File: src/rtl/cnn_pkg.sv
// Shared lane types and per-lane helpers for the CNN post-processing stages.
// The relu/max2 helpers are meant to be reused by later layers.
package cnn_pkg;

    localparam int DW    = 16;
    localparam int LANES = 4;

    typedef logic [DW-1:0] lane_t;

    // Horizontally pooled pair of pixels: h0 is the left one.
    typedef struct packed {
        lane_t h0;
        lane_t h1;
    } hpair_t;

    typedef enum logic {
        ST_EVEN = 1'b0,
        ST_ODD  = 1'b1
    } row_state_e;

    // Lane 0 is the leftmost pixel and occupies the most significant slice.
    localparam int LANE0_LO = (LANES - 1) * DW;
    localparam int LANE1_LO = (LANES - 2) * DW;
    localparam int LANE2_LO = (LANES - 3) * DW;
    localparam int LANE3_LO = (LANES - 4) * DW;

    function automatic int lane_lo(input int lane);
        return (LANES - 1 - lane) * DW;
    endfunction

    function automatic lane_t relu(input lane_t v);
        return v[DW-1] ? '0 : v;
    endfunction

    // Unsigned compare: operands are always non-negative after relu.
    function automatic lane_t max2(input lane_t a, input lane_t b);
        return (a > b) ? a : b;
    endfunction

endpackage

File: src/rtl/pool_line_buf.sv
// One row of horizontally pooled pairs, kept until the odd row below arrives.
// Single write port, asynchronous read port, both addressed by word column.
module pool_line_buf
    import cnn_pkg::*;
#(
    parameter int DEPTH = 8,
    parameter int AW    = $clog2(DEPTH)
) (
    input  logic          clk,
    input  logic          we,
    input  logic [AW-1:0] addr,
    input  hpair_t        wdata,
    output hpair_t        rdata
);

    hpair_t mem [DEPTH];

    // NOTE: storage is deliberately not reset; every entry is rewritten on the
    // even row before the odd row reads it, so a reset would only cost area.
    always_ff @(posedge clk) begin
        if (we) begin
            mem[addr] <= wdata;
        end
    end

    assign rdata = mem[addr];

endmodule

File: src/rtl/relu_pool.sv
// ReLU + 2x2 max-pool over packed 4-lane partial-sum words in raster order,
// emitting packed pooled words on a valid/ready stream.
module relu_pool #(
    parameter int DW   = 16,
    parameter int COLS = 32,
    parameter int ROWS = 32
) (
    input  logic            clk,
    input  logic            rst_n,
    input  logic [4*DW-1:0] in_data,
    input  logic            in_valid,
    output logic            in_ready,
    output logic [4*DW-1:0] out_data,
    output logic            out_valid,
    input  logic            out_ready,
    output logic            plane_done
);

    import cnn_pkg::*;

    localparam int WPR = COLS / 4;
    localparam int CW  = $clog2(WPR);
    localparam int RW  = (ROWS > 2) ? $clog2(ROWS) : 1;

    localparam logic [CW-1:0] LAST_COL = CW'(WPR - 1);
    localparam logic [RW-1:0] LAST_ROW = RW'(ROWS - 1);

    logic [CW-1:0] word_col;
    logic [RW-1:0] row;
    row_state_e    state;
    hpair_t        hold;

    lane_t  r [LANES];
    hpair_t h;
    hpair_t lb_rd;
    hpair_t p;
    logic   accept;
    logic   row_end;
    logic   plane_end;

    assign in_ready  = !out_valid || out_ready;
    assign accept    = in_valid && in_ready;
    assign row_end   = (word_col == LAST_COL);
    assign plane_end = row_end && (row == LAST_ROW);

    // NOTE: every output of a combinational block gets a value on every path;
    // a missing assignment would infer a latch.
    always_comb begin
        for (int i = 0; i < LANES; i++) begin
            r[i] = relu(in_data[lane_lo(i) +: DW]);
        end
        h.h0 = max2(r[0], r[1]);
        h.h1 = max2(r[2], r[3]);
        p.h0 = max2(h.h0, lb_rd.h0);
        p.h1 = max2(h.h1, lb_rd.h1);
    end

    pool_line_buf #(
        .DEPTH (WPR),
        .AW    (CW)
    ) u_line_buf (
        .clk   (clk),
        .we    (accept && (state == ST_EVEN)),
        .addr  (word_col),
        .wdata (h),
        .rdata (lb_rd)
    );

    // NOTE: registers are written with non-blocking assignments so every flop
    // samples the pre-edge values regardless of statement order.
    always_ff @(posedge clk) begin
        if (!rst_n) begin
            state      <= ST_EVEN;
            word_col   <= '0;
            row        <= '0;
            hold       <= '0;
            out_data   <= '0;
            out_valid  <= 1'b0;
            plane_done <= 1'b0;
        end else begin
            // plane_done marks only the first cycle its word is presented.
            plane_done <= 1'b0;

            if (out_valid && out_ready) begin
                out_valid <= 1'b0;
            end

            if (accept) begin
                if (row_end) begin
                    word_col <= '0;
                    row      <= (row == LAST_ROW) ? '0 : row + 1'b1;
                    state    <= (state == ST_EVEN) ? ST_ODD : ST_EVEN;
                end else begin
                    word_col <= word_col + 1'b1;
                end

                if (state == ST_ODD) begin
                    if (word_col[0]) begin
                        out_data   <= {hold, p};
                        out_valid  <= 1'b1;
                        plane_done <= plane_end;
                    end else begin
                        hold <= p;
                    end
                end
            end
        end
    end

endmodule

File: config.mk
export PLATFORM = sky130hd
export DESIGN_NAME = relu_pool
export DESIGN_NICKNAME = d
export VERILOG_FILES = /design/src/rtl/cnn_pkg.sv /design/src/rtl/pool_line_buf.sv /design/src/rtl/relu_pool.sv
export SDC_FILE = /design/constraint.sdc
export NUM_CORES = 1
export LEC_CHECK = 0
export CAP_MARGIN = 0
export CORE_MARGIN = 1.5
export CORE_UTILIZATION = 35
export CTS_BUF_LIST = sky130_fd_sc_hd__clkbuf_4 sky130_fd_sc_hd__clkbuf_8
export CTS_CLUSTER_DIAMETER = 80
export DETAILED_ROUTE_END_ITERATION = 16
export DONT_BUFFER_PORTS = 1
export MAX_ROUTING_LAYER = met4
export PLACE_DENSITY_LB_ADDON = 0.1
export SYNTH_ARGS = -nofsm -noshare
export SYNTH_HDL_FRONTEND = slang
export SYNTH_HIERARCHICAL = 1
export SYNTH_SLANG_ARGS = --single-unit
File: constraint.sdc
create_clock -name clk -period 4.58 [get_ports clk]
set_clock_uncertainty 0.2 [all_clocks]
set_input_delay 0.458 -clock clk [delete_from_list [all_inputs] [get_ports clk]]
set_output_delay 0.458 -clock clk [all_outputs]
set_load 0.01 [all_outputs]
==> results of run 1 <==
==> metal layers <==
layer,global-route usage [%],up-vias
met5,-,-
met4,5.37,0
met3,2.83,59
met2,26.8,258
met1,26.1,5055
li1,-,4875
==> final cells by class <==
| cell class | instances | area [um^2] | area share [%] |
|---|---|---|---|
| clock buffer | 88 | 1070 | 5.56 |
| clock inverter | 25 | 184 | 0.953 |
| inverter | 91 | 342 | 1.77 |
| multi-input combinational | 719 | 6190 | 32.1 |
| sequential | 363 | 9840 | 51.0 |
| tap | 607 | 759 | 3.94 |
| timing repair buffer | 105 | 906 | 4.69 |
==> through the flow <==
step	power, mW	worst slack (ns)	instances
3_3_place_gp	4.61	-0.128	1880
6_report	7.52	0.521	1998
5_1_grt	7.86	0.206	1998
4_1_cts	7.64	0.463	1998
3_5_place_dp	4.61	-0.148	1880
2_1_floorplan	4.27	0.0218	1241
==> cell usage in the layout (no fill, tap or decap), types with 5 or more instances in the layout <==
| cell | instances |
|---|---|
| a21boi_0 | 43 |
| a21oi_1 | 33 |
| a22oi_1 | 5 |
| and2_1 | 8 |
| and2b_1 | 10 |
| buf_12 | 7 |
| buf_4 | 93 |
| clkbuf_4 | 22 |
| clkbuf_8 | 66 |
| clkinv_1 | 10 |
| clkinv_2 | 10 |
| conb_1 | 16 |
| dfxtp_1 | 104 |
| edfxtp_1 | 256 |
| ha_1 | 62 |
| inv_1 | 80 |
| inv_2 | 11 |
| mux2_2 | 30 |
| mux2i_1 | 36 |
| mux2i_2 | 7 |
| mux4_1 | 41 |
| mux4_2 | 9 |
| nand2_1 | 125 |
| nand3_1 | 68 |
| nand3_2 | 5 |
| nand4_1 | 7 |
| nor2_1 | 14 |
| nor2_4 | 6 |
| nor2b_1 | 52 |
| o21ai_0 | 16 |
| o221ai_1 | 58 |
| o22ai_1 | 6 |
==> logic make-up (layout without fill, tap and decap cells) <==
group           after synthesis  after routing  synth area share (%)
compound gates              187            187                  8.51
xor+xnor                      1              1                0.0531
fa+ha+maj                    64             64                  4.85
buf+inv                     159            309                  4.26
flops                       363            363                  59.6
mux                         126            126                  12.6
other cells                   1             16                0.0227
simple gates                325            325                  10.2
==> synthesized netlist by cell type (33+ instances only) <==
master and instances:
inv_1 90, clkbuf_1 38, ha_1 64, a21boi_0 43, nand2_1 125, a21oi_1 33
dfxtp_1 107, nor2b_1 55, o221ai_1 58, nand3_1 69, mux2i_1 46, mux4_1 41
edfxtp_1 256
==> power breakdown <==
group / internal, mW / switching, mW
Sequential: 3.61 / 0.0193
Combinational: 0.386 / 0.536
Clock: 1.63 / 1.34
Total: 5.62 / 1.90
==> flip-flops by register name, indices dropped and copies added, names as in the netlist <==
signal,count
hold,32
out_data,64
out_valid,1
plane_done,1
row,5
state,1
u_line_buf/mem,256
word_col,3
==> path summary, 6_finish.rpt <==
kind | to
worst max-delay path | out_data[20]
worst min-delay path | out_data[5]
worst min register to register | hold[31]
worst max register to register | out_data[20]
==> worst register-to-register path, delay by kind of cell, from the launching register on <==
family,cells,cell delay [ns]
adder cells (fa/ha/maj),1,0.32
buffers and inverters,3,0.62
AND/OR/NAND/NOR,2,0.66
AO/OA/AOI/OAI,7,1.40
flip-flops,1,0.71
==> qor.csv, run 1 <==
metric,value,unit
status,"complete, no violations",
metal3 WL,1910,um
Critical Path Source,in_data[44],
Placed Area,18000,um^2
WL final,42600,um
global-route wire length before repair,64100,um
Crit Reg-Reg Startpoint,word_col[1],
"CTS clk-pin slew, worst paths",0.06,ns
Post-CTS Setup Bufs,0,
Hold Fails Final Rpt,0,
Final HPWL DP,28200,um
final setup TNS,0,ns
cell chain of the critical path,nor2b_1 -> inv_1 -> ha_1 -> nand2_1 -> nor4_1 -> o21ai_0 -> a22o_1 -> buf_12 -> mux2i_1 -> inv_1 -> ha_1 -> a21oi_1 -> o32ai_1 -> a31oi_1 -> or3b_1 -> and2_1 -> buf_12 -> o221ai_1,
Crit. End Element,flip-flop,
Vias,10200,
Starting Density,35.5,%
Rows,79,
Post-Syn Area,16500,um^2
Avg Inst Size Synth,13.5,um^2
layout cells sized above 1,21.6,%
CP arrival,4.43,ns
FMAX,0.246,GHz
Num CTS Buffers,61,
top sig layer,met4,
diode count,0,
post-synth top area share,46.6,%
vias per cell,5.13,
WHS,0.0846,ns
die area,48500,um^2
post-cts resize count,0,
Routed met1 length,21000,um
CTS Buffer Depth,3,
crit path launch type,input port,
IR Drop Worst-Case VDD,195,uV
Power Density,390,nW/um^2
GRT Residual Overflow,0,
RSZ-0062 raised after global routing,no,
WL met2,19000,um
Slew headroom,41.2,%
CTS Root Cell,clkbuf_8,
Final Cycle Share,88.6,%
Final Max Slew Viols,0,
Fill cells,4354,
crit path buf inv count,4,
Clock Sinks,363,
WHS Path Cells,3,
clock latency reported for the late side of the worst-skew pair,0.66,ns
hold buffers post-CTS,5,
CP required,4.95,ns
First-pass DRT Iterations,5,
synth top area cells,"edfxtp_1 47%, dfxtp_1 13%, mux4_1 6.5%",
vias in the first global route,10200,
H-tree levels,2,
final setup fails,0,
Post-synth top flop,edfxtp_1,
min Tclk post-route,4.06,ns
R2R Setup Slk,0.57,ns
asr flop ratio synth,0,%
Port-buffer cells,0,
critical path peak fanout,30,
synth-to-layout area growth,16.9,%
Syn Inst Count,1226,
post-route ant nets,0,
Final nets,1473,
DR DRC count,0,
max cap viols,0,
Syn. warnings,6,
io pins,135,
slowest cell on the critical path,or3b_1,
worst-margin pin slew,0.873,ns
reg2reg path depth,13,
initial antenna violation count,0,
HP Class,input port to flip-flop,
Worst path depth,18,
Die Ht,220,um
cell family with most CP delay,simple AND/OR/NAND/NOR gates,
Finished Cell Area,19300,um^2
largest net degree at the start of global routing,109,
Total GRT Usage,18.3,%
critical path type,input port to flip-flop,
RePlAce Congestion,0.798,
Netlist cell types,63,
die width,220,um
CTS tree,done,
"slowest stage delay, CP",0.46,ns
synthesis-stage register bit count,363,
core footprint,46600,um^2
sequential fraction of the synthesis area,59.6,%
WL per Instance,21.3,um
drt initial violations,745,
post-layout util,41.4,%
largest area contributor in the netlist,edfxtp_1,
"EDFF count, synth",256,
HP Start,in_data[21],
Leak Pwr,7.00,nW
(Power assumes the default switching activity.)
==> run 2: changes to the inputs <==
--- a/config.mk
+++ b/config.mk
@@ -12,6 +12,7 @@
 export CTS_CLUSTER_DIAMETER = 80
 export DETAILED_ROUTE_END_ITERATION = 16
 export DONT_BUFFER_PORTS = 1
+export GPL_TIMING_DRIVEN = 0
 export MAX_ROUTING_LAYER = met4
 export PLACE_DENSITY_LB_ADDON = 0.1
 export SYNTH_ARGS = -nofsm -noshare
==> run 2 against run 1 <==
Compared with the run above: clock power shrank 5%; cell count shrank 0.75%; count of clock-buffer cells in the layout shrank 13; critical path depth grew 1; sequential share of layout area grew 0.25 points; largest power group unchanged.
==> qor.csv, run 2 (synthesis gave the netlist of run 1 again) <==
metric,value,unit
status,"complete, no violations",
Final Max Slew Viols,0,
die width,220,um
combinational share of power,12.6,%
CP required,4.90,ns
GRT Residual Overflow,0,
io pins,135,
Slew headroom,32.1,%
worst-margin pin slew,1.02,ns
die area,48500,um^2
layout cells sized above 1,19.7,%
CTS Buffer Depth,3,
P_sw,1.94,mW
final worst slack,0.163,ns
Pwr Total,7.38,mW
most flop-heavy register,u_line_buf/mem,
Largest register FFs,256,
Seq pwr share,49.2,%
Power Density,384,nW/um^2
initial antenna violation count,0,
Clock Sinks,363,
slowest cell on the critical path,or4_4,
Hold Path Sink,hold[11],
Rows,79,
RSZ-0062 raised after global routing,yes,
cell chain of the critical path,buf_2 -> nor2b_1 -> inv_1 -> ha_1 -> nand4_1 -> a21oi_1 -> o31ai_2 -> a32oi_4 -> buf_12 -> mux2i_4 -> inv_2 -> ha_1 -> nand4_1 -> or4_4 -> o22ai_2 -> o21ba_2 -> o21ai_4 -> buf_6 -> o221ai_1,
Port-buffer cells,0,
RePlAce Congestion,0.839,
Reg area,9830,um^2
CTS Root Cell,clkbuf_8,
clock latency reported for the late side of the worst-skew pair,0.66,ns
"leading cell type in the layout, fill and taps excluded",edfxtp_1,
Final nets,1456,
global-route wire length before repair,67000,um
crit path launch type,input port,
most frequent cells in the layout,"256 x edfxtp_1, 125 x nand2_1, 107 x dfxtp_1",
critical path type,input port to flip-flop,
CTS tree,done,
Final Cycle Share,96.4,%
synth-to-layout area growth,16.3,%
switching share of power,26.3,%
WL per Instance,22.8,um
Pint,5.44,mW
Leak Pwr,6.75,nW
IR Drop Worst-Case VDD,224,uV
CP arrival,4.73,ns
WHS Path Cells,3,
final setup fails,0,
max cap viols,0,
Top Registers,"u_line_buf/mem: 256 flops, out_data: 64 flops, hold: 32 flops",
Hold Fails Final Rpt,0,
reg2reg path depth,14,
FMAX,0.226,GHz
critical path peak fanout,10,
Crit. End Element,flip-flop,
reg2reg end,out_data[10],
"CTS clk-pin slew, worst paths",0.06,ns
vias in the first global route,10300,
"slowest stage delay, CP",0.54,ns
Clock power frac,38.2,%
crit path buf inv count,5,
Total GRT Usage,19.4,%
vias per cell,5.24,
Final HPWL DP,31800,um
Fill cells,4300,
Critical Path Source,in_data[15],
final setup TNS,0,ns
Crit Reg-Reg Startpoint,word_col[1],
HP Class,input port to flip-flop,
HP Start,in_data[11],
post-route ant nets,0,
H-tree levels,2,
largest net degree at the start of global routing,21,
min Tclk post-route,4.42,ns
drt initial violations,676,
Starting Density,35.5,%
core footprint,46600,um^2
R2R Setup Slk,0.32,ns
WL final,45300,um
Num CTS Buffers,60,
DR DRC count,0,
cell family with most CP delay,compound AO/OA/AOI/OAI gates,
dpl ws,-1.01,ns
Vias,10400,
First-pass DRT Iterations,5,
Die Ht,220,um
multi-input combinational cell area,6390,um^2
run 2: power groups by stage:
stage | logic (mW) | registers [mW] | clock network (mW)
final | 0.929 | 3.63 | 2.82
after global routing | 1.02 | 3.63 | 3.05
after CTS | 0.881 | 3.63 | 2.92
after detailed placement | 0.869 | 3.70 | 0
after global placement | 0.847 | 3.70 | 0
after floorplan | 0.582 | 3.69 | 0
run 2: cell type report:
| class | instances | area share (%) |
|---|---|---|
| inverter | 91 | 1.79 |
| tap | 607 | 3.96 |
| timing repair buffer | 21 | 1.56 |
| multi-input combinational | 719 | 33.3 |
| antenna | 1 | 0.0130 |
| sequential | 363 | 51.2 |
| buffer | 68 | 2.00 |
| clock inverter | 38 | 1.23 |
| clock buffer | 75 | 4.92 |
run 2: through the flow:
step / hold WS (ns) / cell area (um^2) / util, % / std cells
4_1_cts: 0.0173 / 18900 / 40.7 / 1977
6_report: 0.0640 / 19200 / 41.2 / 1983
2_1_floorplan: 0.232 / 16700 / - / 1241
5_1_grt: 0.0352 / 19200 / 41.2 / 1982
3_3_place_gp: 0.249 / 17400 / 37.4 / 1848
3_5_place_dp: 0.249 / 17700 / 38.0 / 1862
run 2: worst max path at each step:
stage,slack [ns],cells past startpoint,endpoint
2_1_floorplan,0.02,19,hold[11]
5_1_grt,-0.006,19,out_data[10]
6_report,0.16,19,out_data[10]
4_1_cts,0.03,20,out_data[16]
3_3_place_gp,-2.31,5,u_line_buf/mem[4][4]
3_5_place_dp,-1.01,19,out_data[16]
run 2: worst reg2reg max path, cell delays in order (launching register included):
cell	delay, ns
dfxtp_1	0.34
buf_2	0.24
buf_2	0.36
clkbuf_1	0.53
a22oi_1	0.14
o21ai_0	0.23
inv_1	0.17
ha_1	0.34
nand4_1	0.12
or4_4	0.54
o22ai_2	0.11
o21ba_2	0.23
o21ai_4	0.24
buf_6	0.19
o221ai_1	0.16
run 2: timing repair:
action,CTS,global route
gates cloned,0,1
resized for setup,5,54
endpoints found under the setup margin,50,59
hold endpoints to repair,4,0
pin swaps,2,4
setup buffers,0,4
hold buffers,2,0
run 2: metal layers:
layer  track usage (%)  wire [um]  up-vias  part of all wire, %
met1              26.7      21100     5171                   47
met2              28.9      20300      303                   45
met4              6.28       1160        0                  2.6
met5                 -          0        -                    0
li1                  -          -     4837                    -
met3              3.75       2640       89                  5.8
==> run 3: changes to the inputs <==
--- a/config.mk
+++ b/config.mk
@@ -15,6 +15,7 @@
 export GPL_TIMING_DRIVEN = 0
 export MAX_ROUTING_LAYER = met4
 export PLACE_DENSITY_LB_ADDON = 0.1
+export SETUP_SLACK_MARGIN = 0.1
 export SYNTH_ARGS = -nofsm -noshare
 export SYNTH_HDL_FRONTEND = slang
 export SYNTH_HIERARCHICAL = 1
==> run 3 against run 2 <==
Compared with the run above: cell count down 0.20%; first-iteration DRC count shrank 9.8%; maximum frequency is 4.3% higher; critical path depth stayed put; worst setup slack improved by 0.18 ns; non-clock buffer count is the same; register-to-register slack improved by 0.03 ns; sequential share of layout area is 0.40 points lower; critical path type unchanged; largest cell class unchanged; highest routed layer unchanged.
==> qor.csv, run 3 (synthesis gave the netlist of run 1 again) <==
metric,value,unit
vias per cell,5.22,
Final Max Slew Viols,0,
Final Cycle Share,92.5,%
post-route ant nets,0,
vias in the first global route,10100,
Die Ht,220,um
top sig layer,met4,
most frequent cells in the layout,"256 x edfxtp_1, 124 x nand2_1, 107 x dfxtp_1",
core footprint,46600,um^2
worst-margin pin slew,1.06,ns
initial antenna violation count,2,
final setup fails,0,
WL met2,20100,um
drt initial violations,610,
Pwr Total,7.35,mW
Leak Pwr,6.79,nW
clock latency reported for the late side of the worst-skew pair,0.66,ns
synth-to-layout area growth,17.2,%
H-tree levels,2,
Placed Area,18000,um^2
WHS,0.0550,ns
Crit. End Element,flip-flop,
global-route wire length before repair,65200,um
metal3 WL,2130,um
RSZ-0062 raised after global routing,no,
CTS Root Cell,clkbuf_8,
Fill cells,4333,
Num CTS Buffers,60,
Clock Sinks,363,
CTS Buffer Depth,3,
Top Registers,"u_line_buf/mem: 256 flops, out_data: 64 flops, hold: 32 flops",
HP Class,input port to flip-flop,
WL final,44400,um
Routed met1 length,21100,um
Final nets,1456,
critical path type,input port to flip-flop,
Rows,79,
Largest register FFs,256,
die area,48500,um^2
status,"complete, no violations",
RePlAce Congestion,0.849,
max cap viols,0,
CP arrival,4.55,ns
Vias,10300,
CTS tree,done,
First-pass DRT Iterations,5,
Slew headroom,28.3,%
Hold Fails Final Rpt,0,
"CTS clk-pin slew, worst paths",0.06,ns
die width,220,um
IR Drop Worst-Case VDD,233,uV
Final HPWL DP,31700,um
io pins,135,
crit path launch type,input port,
layout cells sized above 1,20.7,%
FMAX,0.236,GHz
largest net degree at the start of global routing,21,
min Tclk post-route,4.23,ns
Total GRT Usage,18.9,%
GRT Residual Overflow,0,
DR DRC count,0,
"leading cell type in the layout, fill and taps excluded",edfxtp_1,
Finished Cell Area,19300,um^2
WL per Instance,22.4,um
critical path peak fanout,10,
Port-buffer cells,0,
CP required,4.90,ns
Starting Density,35.5,%
Power Density,380,nW/um^2
most flop-heavy register,u_line_buf/mem,
-- run 3: repair_timing --
| item | in CTS | in global routing |
|---|---|---|
| pin swaps | 0 | 3 |
| hold buffers | 3 | 0 |
| hold endpoints to repair | 5 | 0 |
| gates resized for setup | 9 | 34 |
| gates cloned | 0 | 0 |
| endpoints found under the setup margin | 30 | 60 |
| buffers inserted | 0 | 5 |
-- run 3: worst paths after layout --
| check | start | to | cells past startpoint | slack (ns) |
|---|---|---|---|---|
| worst min-delay path | in_valid | word_col[1] | 4 | 0.06 |
| worst max register to register | word_col[1] | out_data[10] | 14 | 0.35 |
| worst min register to register | hold[3] | hold[3] | 2 | 0.26 |
| worst max-delay path | in_data[15] | out_data[10] | 19 | 0.35 |
-- run 3: cell type report --
cell class,instances,area [um^2],share of cell area [%]
Antenna cell,2,5.00,0.0259
Inverter,91,345,1.79
Clock buffer,86,1050,5.41
Timing Repair Buffer,22,304,1.57
Clock inverter,22,125,0.647
Buffer,67,417,2.15
Tap cell,607,759,3.93
Sequential cell,363,9830,50.8
Multi-Input combinational cell,719,6510,33.7
-- run 3: critical path, stage by stage --
cell and delay (ns):
clkbuf_16 0.16, nor2b_1 0.22, inv_1 0.07, ha_1 0.30
nand4_1 0.13, a21oi_1 0.21, o31ai_2 0.11, a32oi_4 0.27
buf_12 0.24, mux2i_4 0.33, inv_2 0.17, ha_4 0.30
nand4_1 0.12, or4_4 0.54, o22ai_2 0.12, o21ba_2 0.24
o21ai_4 0.24, buf_6 0.18, o221ai_1 0.13
-- run 3: layer usage --
metal,GRT usage [%],vias to the layer above
met5,-,-
met4,5.85,0
met3,2.83,84
met2,28.8,274
met1,26.1,5130
li1,-,4837
-- run 3: power breakdown --
part / leakage, nW / internal (mW) / switching, mW / total (mW)
registers: 3.23 / 3.61 / 0.0115 / 3.63
logic: 2.93 / 0.360 / 0.581 / 0.940
clock network: 0.631 / 1.47 / 1.31 / 2.78
-- run 3: metrics by stage --
step / util, % / setup TNS, ns / setup slack (ns) / instances
CTS: 41.2 / 0 / 0.135 / 1973
detailed placement: 38.6 / -45.53 / -1.07 / 1862
global route: 41.5 / 0 / 0.107 / 1978
global placement: 38.0 / -280.20 / -2.55 / 1848
floorplan: - / 0 / 0.0681 / 1241
finish: 41.5 / 0 / 0.346 / 1979
